File: src/rtl/mc_cpu_pkg.sv
// Shared types and encoding constants for the mc_cpu multi-cycle core.
package mc_cpu_pkg;

   typedef enum logic [2:0] {
      ST_IDLE,
      ST_FETCH,
      ST_DECODE,
      ST_EXEC,
      ST_WB
   } state_e;

   typedef enum logic [2:0] {
      ALU_AND,
      ALU_OR,
      ALU_XOR,
      ALU_NOR,
      ALU_ADD,
      ALU_SUB,
      ALU_SLT,
      ALU_SLL
   } alu_op_e;

   localparam logic [5:0] OP_RTYPE = 6'h00;
   localparam logic [5:0] OP_BEQ   = 6'h04;
   localparam logic [5:0] OP_ADDI  = 6'h08;

   localparam logic [5:0] FN_SLL = 6'h04;
   localparam logic [5:0] FN_ADD = 6'h20;
   localparam logic [5:0] FN_SUB = 6'h22;
   localparam logic [5:0] FN_AND = 6'h24;
   localparam logic [5:0] FN_OR  = 6'h25;
   localparam logic [5:0] FN_XOR = 6'h26;
   localparam logic [5:0] FN_NOR = 6'h27;
   localparam logic [5:0] FN_SLT = 6'h2A;

   localparam int OP_LSB   = 0;
   localparam int RS_LSB   = 6;
   localparam int RT_LSB   = 11;
   localparam int RD_LSB   = 16;
   localparam int IMM_LSB  = 16;
   localparam int FUNC_LSB = 26;

endpackage

File: src/rtl/mc_alu.sv
// Combinational ALU for mc_cpu: result, signed overflow (ADD/SUB only) and zero flag.
module mc_alu
   import mc_cpu_pkg::*;
#(
   parameter int DATA_W = 32
) (
   input  alu_op_e           op_i,
   input  logic [DATA_W-1:0] a_i,
   input  logic [DATA_W-1:0] b_i,
   output logic [DATA_W-1:0] f_o,
   output logic              of_o,
   output logic              zf_o
);

   logic [DATA_W-1:0] sum;
   logic [DATA_W-1:0] diff;

   assign sum  = a_i + b_i;
   assign diff = a_i - b_i;

   always_comb begin
      f_o  = '0;
      of_o = 1'b0;
      case (op_i)
         ALU_AND: f_o = a_i & b_i;
         ALU_OR:  f_o = a_i | b_i;
         ALU_XOR: f_o = a_i ^ b_i;
         ALU_NOR: f_o = ~(a_i | b_i);
         ALU_ADD: begin
            f_o  = sum;
            of_o = (a_i[DATA_W-1] == b_i[DATA_W-1]) && (sum[DATA_W-1] != a_i[DATA_W-1]);
         end
         ALU_SUB: begin
            f_o  = diff;
            of_o = (a_i[DATA_W-1] != b_i[DATA_W-1]) && (diff[DATA_W-1] != a_i[DATA_W-1]);
         end
         ALU_SLT: f_o = {{(DATA_W-1){1'b0}}, ($signed(a_i) < $signed(b_i))};
         ALU_SLL: f_o = a_i << b_i[4:0];
         default: f_o = '0;
      endcase
   end

   assign zf_o = (f_o == '0);

endmodule

File: src/rtl/mc_cpu.sv
// Multi-cycle CPU core: FETCH/DECODE/EXEC/WB over a req/ack instruction memory.
// Optional BEQ support is enabled by defining MC_CPU_BEQ_EN.
//
// state     | meaning
// ST_IDLE   | waiting for RUN
// ST_FETCH  | IMEM_REQ held until IMEM_ACK, IR captured
// ST_DECODE | operand latch A/B from register file or immediate
// ST_EXEC   | ALU result and flags registered
// ST_WB     | register write, PC advance, RETIRE/ILLEGAL pulse
module mc_cpu
   import mc_cpu_pkg::*;
#(
   parameter int DATA_W = 32,
   parameter int REG_N  = 32,
   parameter int PC_W   = 8
) (
   input  logic              CLK,
   input  logic              RST,
   input  logic              RUN,
   output logic              IMEM_REQ,
   output logic [PC_W-1:0]   IMEM_ADDR,
   input  logic              IMEM_ACK,
   input  logic [31:0]       IMEM_DATA,
   output logic [DATA_W-1:0] ALU_OUT,
   output logic              ALU_OF,
   output logic              ALU_ZF,
   output logic              RETIRE,
   output logic              ILLEGAL
);

   localparam int REG_AW = $clog2(REG_N);

   state_e            state_q, state_d;
   logic [PC_W-1:0]   pc_q, pc_d;
   logic [31:0]       ir_q;
   logic [DATA_W-1:0] a_q, b_q;
   logic [DATA_W-1:0] alu_out_q;
   logic              alu_of_q, alu_zf_q;
   logic [DATA_W-1:0] regs_q [REG_N];

   logic [5:0]        op, func;
   logic [REG_AW-1:0] rs, rt, rd, dest;
   logic [DATA_W-1:0] imm_ext, rs_val, rt_val;
   logic              legal, use_imm, is_beq;
   alu_op_e           alu_op;
   logic [DATA_W-1:0] alu_f;
   logic              alu_of, alu_zf;

   assign op      = ir_q[OP_LSB +: 6];
   assign func    = ir_q[FUNC_LSB +: 6];
   assign rs      = ir_q[RS_LSB +: REG_AW];
   assign rt      = ir_q[RT_LSB +: REG_AW];
   assign rd      = ir_q[RD_LSB +: REG_AW];
   assign imm_ext = DATA_W'($signed(ir_q[IMM_LSB +: 16]));
   assign rs_val  = (rs == '0) ? '0 : regs_q[rs];
   assign rt_val  = (rt == '0) ? '0 : regs_q[rt];

   always_comb begin
      legal   = 1'b0;
      use_imm = 1'b0;
      is_beq  = 1'b0;
      alu_op  = ALU_ADD;
      dest    = rd;
      if (op == OP_RTYPE) begin
         legal = 1'b1;
         case (func)
            FN_ADD:  alu_op = ALU_ADD;
            FN_SUB:  alu_op = ALU_SUB;
            FN_AND:  alu_op = ALU_AND;
            FN_OR:   alu_op = ALU_OR;
            FN_XOR:  alu_op = ALU_XOR;
            FN_NOR:  alu_op = ALU_NOR;
            FN_SLT:  alu_op = ALU_SLT;
            FN_SLL:  alu_op = ALU_SLL;
            default: legal  = 1'b0;
         endcase
      end else if (op == OP_ADDI) begin
         legal   = 1'b1;
         use_imm = 1'b1;
         dest    = rt;
`ifdef MC_CPU_BEQ_EN
      end else if (op == OP_BEQ) begin
         legal  = 1'b1;
         is_beq = 1'b1;
         alu_op = ALU_SUB;
`endif
      end
   end

   mc_alu #(.DATA_W(DATA_W)) u_alu (
      .op_i (alu_op),
      .a_i  (a_q),
      .b_i  (b_q),
      .f_o  (alu_f),
      .of_o (alu_of),
      .zf_o (alu_zf)
   );

   always_comb begin
      state_d = state_q;
      case (state_q)
         ST_IDLE:   if (RUN) state_d = ST_FETCH;
         ST_FETCH:  if (IMEM_ACK) state_d = ST_DECODE;
         ST_DECODE: state_d = ST_EXEC;
         ST_EXEC:   state_d = ST_WB;
         ST_WB:     state_d = RUN ? ST_FETCH : ST_IDLE;
         default:   state_d = ST_IDLE;
      endcase
   end

   // Branch taken uses the zero flag registered in EXEC from A-B.
   always_comb begin
      pc_d = pc_q + PC_W'(4);
      if (is_beq && alu_zf_q)
         pc_d = pc_q + PC_W'(4) + PC_W'($signed({ir_q[IMM_LSB +: 16], 2'b00}));
   end

   always_ff @(posedge CLK or posedge RST) begin
      if (RST) begin
         state_q   <= ST_IDLE;
         pc_q      <= '0;
         ir_q      <= '0;
         a_q       <= '0;
         b_q       <= '0;
         alu_out_q <= '0;
         alu_of_q  <= 1'b0;
         alu_zf_q  <= 1'b1;
         for (int i = 0; i < REG_N; i++) regs_q[i] <= '0;
      end else begin
         state_q <= state_d;
         case (state_q)
            ST_FETCH: if (IMEM_ACK) ir_q <= IMEM_DATA;
            ST_DECODE: begin
               a_q <= rs_val;
               b_q <= use_imm ? imm_ext : rt_val;
            end
            ST_EXEC: if (legal) begin
               alu_out_q <= alu_f;
               alu_of_q  <= is_beq ? 1'b0 : alu_of;
               alu_zf_q  <= alu_zf;
            end
            ST_WB: begin
               pc_q <= pc_d;
               if (legal && !is_beq && (dest != '0)) regs_q[dest] <= alu_out_q;
            end
            default: ;
         endcase
      end
   end

   assign IMEM_REQ  = (state_q == ST_FETCH);
   assign IMEM_ADDR = pc_q;
   assign ALU_OUT   = alu_out_q;
   assign ALU_OF    = alu_of_q;
   assign ALU_ZF    = alu_zf_q;
   assign RETIRE    = (state_q == ST_WB);
   assign ILLEGAL   = (state_q == ST_WB) && !legal;

endmodule
File: config.mk
export PLATFORM = sky130hd
export DESIGN_NAME = mc_cpu
export DESIGN_NICKNAME = d
export VERILOG_FILES = /design/src/rtl/mc_cpu_pkg.sv /design/src/rtl/mc_alu.sv /design/src/rtl/mc_cpu.sv
export SDC_FILE = /design/constraint.sdc
export NUM_CORES = 2
export LEC_CHECK = 0
export ABC_AREA = 1
export BUFFER_PORTS_ARGS = -buffer_cell sky130_fd_sc_hd__buf_2
export CORE_MARGIN = 5
export CORE_UTILIZATION = 25
export DETAILED_ROUTE_END_ITERATION = 12
export HOLD_SLACK_MARGIN = 0.03
export PLACE_DENSITY = 0.5
export SLEW_MARGIN = 5
export SYNTH_ARGS = -nofsm -noshare
export SYNTH_HDL_FRONTEND = slang
export SYNTH_SLANG_ARGS = --single-unit
File: constraint.sdc
create_clock -name CLK -period 40.9 [get_ports CLK]
set_input_delay 8.18 -clock CLK [delete_from_list [all_inputs] [get_ports CLK]]
set_output_delay 8.18 -clock CLK [all_outputs]
set_load 0.005 [all_outputs]
==> results.toml <==
[drt]
wl_per_cell_um = 24.58
drc = 0
vias_per_cell = 5.398
vias = 69460
wirelength_mm = 316.3
ant_nets = 0
firstDrtPassIters = 8
drtIter0Drc = 9226

[logic_synthesis]
syn_inst = 9609
ys_warn_count = 0
synth_common_cells = "2323 x nand2_1, 2001 x o21ai_0, 1162 x dfrtp_1"
synth.top_cell.area_share = 0.4250
ys_seq_elements = 1163
synth_ff_type = "dfrtp_1"
synth.area.top_cells = "dfrtp_1 42%, o21ai_0 15%, nand2_1 13%, nor2_1 4.3%, clkbuf_1 3.8%"
synthDistinctLibCells = 50
yosys.area.top_type = "dfrtp_1"
post-synth-top-count-cell = "nand2_1"
synth-edff-count = 0
netlist_area_um2 = 68420
async_flop_share = 1.000
ys_seq_area_frac = 0.4253
syn_area_per_cell_um2 = 7.121

[cts]
postCtsSetupBuffers = 0
cts_resized = 0
cts_tree = "built"
ctsHoldBuffers = 0
clock_latency_ps = 840
root_buffer = "clkbuf_16"
clockBufferDepth = 3
clk_pin_slew_ps = 70
clock-sinks = 1163
cts_max_level = 4
numCtsBuffers = 141

[grt]
grt_max_degree = 173
track_usage = 0.2131
antenna_found_initial = 7
grt.overflow.total = 0
grt_pass1_vias = 64860
grt_first_pass_wirelength_mm = 455.8

[power]
peakVddDrop_uv = 49.54
power_mw = 5.482
power.density_nw_per_um2 = 71.62
leakagePower_nw = 32.47

[timing]
max_freq_mhz = 91.14
fin_tns_setup_ps = 0
fin_worst_skew_ps = 57.11
slew_viol_final = 0
final.min_clock_period_ps = 10970
relSlewSlack = 0.1037
period_share = 0.2683
rsz0062_at_grt = "false"
finalSetupViolations = 0
tightest_slew_ps = 1344
hold_viol = 0

[critical_path]
critPathMaxFanout = 6
max_stage_delay_ps = 470
reg2reg_from = "b_q[4]"
cp.arrival_ps = 2790
critPathSlowestCell = "o21ai_0"
worstPathRequired_ps = 32720
end_kind = "primary output"
cpMostUsedCell = "nand2_1"
path_cells = "inv_1 -> nor2_2 -> nand2_1 -> nand3_1 -> o21ai_0 -> nand2_1 -> nor2_1 -> buf_2"
critPathLaunch = "ir_q[31]"
worstSetupPathType = "flip-flop to primary output"
startpoint_type = "flip-flop"

[floorplan]
start_util = 0.2505
die_h_um = 533.2
ios = 81
die-area_um2 = 284300
coreArea_um2 = 273100
die_w_um = 533.2
row_count = 192

[placement]
io_buffers = 78
gp_congestion = 0.9528
dpl-instance-area_um2 = 71630
place_hpwl_mm = 191.3

[worst_hold_path]
hold_path_class = "flip-flop to flip-flop"
min_from = "regs_q[1010]"

[final_layout]
syn2layout_area_growth_pct = 11.88
final_nets = 9302
finish.utilization = 0.2803
layout-drive-gt1-share = 0.06317
nFillCells = 29620
fin_area_um2 = 76550

[run]
cap_violations = 0

[status]
status = "complete, no violations"
## per-stage QoR
| stage | setup slack (ps) | cells | hold slack [ps] |
|---|---|---|---|
| after global placement | 29520 | 12610 | 364.6 |
| after floorplan | 16660 | 9610 | 429.0 |
| after global routing | 29680 | 12870 | 382.1 |
| after CTS | 29810 | 12870 | 378.1 |
| after detailed placement | 29430 | 12610 | 365.6 |
| final | 29930 | 12870 | 375.9 |
## registers in the layout, summed over array words and instances (netlist names)
register   count
ALU_ZF         1
ALU_OUT       32
state_q        3
IMEM_ADDR      6
ir_q          32
a_q           32
ALU_OF         1
b_q           32
regs_q      1024
## metal layers
metal | vias up | wire length [µm] | global-route usage
li1 | 31320 | - | -
met1 | 33900 | 140100 | 0.3008
met2 | 3527 | 135800 | 0.3242
met3 | 709 | 25920 | 0.03246
met4 | 6 | 14370 | 0.08872
met5 | - | 44 | 0
## cells in the final DEF (no fill, tap or decap), types with 15 or more instances in the layout
| master | synthesis | layout |
|---|---|---|
| a21oi_1 | 417 | 416 |
| clkbuf_16 | 0 | 146 |
| o22ai_1 | 203 | 203 |
| o21ai_1 | 137 | 137 |
| mux2_2 | 15 | 15 |
| nand4_1 | 87 | 87 |
| a32o_1 | 31 | 31 |
| dfrtp_1 | 1162 | 1152 |
| a221oi_1 | 76 | 76 |
| a32oi_1 | 32 | 32 |
| a22oi_1 | 32 | 32 |
| nor3_1 | 31 | 31 |
| nand3_1 | 505 | 505 |
| inv_1 | 622 | 613 |
| o221ai_1 | 56 | 56 |
| o211ai_1 | 32 | 32 |
| or2_2 | 17 | 17 |
| clkbuf_1 | 693 | 29 |
| buf_4 | 3 | 158 |
| o21ai_0 | 2001 | 2000 |
| nor2_1 | 777 | 769 |
| clkbuf_8 | 0 | 42 |
| nand2_4 | 0 | 25 |
| clkinv_2 | 0 | 18 |
| ha_1 | 103 | 103 |
| nand2_1 | 2323 | 2318 |
| buf_2 | 73 | 78 |
## worst max-delay path: cells and delay by family, from the launching register on
family                 cells  cell delay, ps
AOI/OAI and AO/OA          1             470
buffers and inverters      2             270
DFF                        1             440
and+or+nand+nor            5             790
## path summary, 6_finish.rpt
path,end,cells past startpoint,slack [ps]
max,ILLEGAL,8,29930
min,regs_q[1010],0,380
max reg2reg,ALU_ZF,20,35620
min reg2reg,regs_q[1010],0,380
max in group asynchronous,regs_q[780],5,30420
min in group asynchronous,regs_q[407],2,7510
## kinds of logic (layout without fill, tap and decap cells)
| logic type | after synthesis | after routing | synth area share |
|---|---|---|---|
| AO/OA/AOI/OAI | 3049 | 3049 | 0.2423 |
| multiplexers | 15 | 15 | 0.002469 |
| flip-flops | 1163 | 1163 | 0.4253 |
| AND/OR/NAND/NOR | 3797 | 3797 | 0.2260 |
| other | 1 | 4 | 0.00005481 |
| adder cells (fa/ha/maj) | 105 | 105 | 0.01942 |
| buffers and inverters | 1465 | 1132 | 0.08263 |
| XOR/XNOR | 14 | 14 | 0.001792 |
## cell type report
| type | instances | area, µm² | area share |
|---|---|---|---|
| Sequential cell | 1163 | 29140 | 0.3807 |
| Tap cell | 3589 | 4491 | 0.05866 |
| Clock inverter | 42 | 576.8 | 0.007535 |
| Inverter | 630 | 2401 | 0.03137 |
| Timing Repair Buffer | 243 | 1717 | 0.02242 |
| Antenna cell | 2 | 5.005 | 0.00006538 |
| Clock buffer | 217 | 4340 | 0.05670 |
| Multi-Input combinational cell | 6982 | 33880 | 0.4426 |
## report_power, final
part           switching, mW  total (mW)  internal [mW]
Combinational           2.09        2.80          0.709
Sequential             0.132        1.34           1.21
Clock                  0.548        1.35          0.797
Total                   2.77        5.48           2.71
Power figures use the tool's default switching activity.
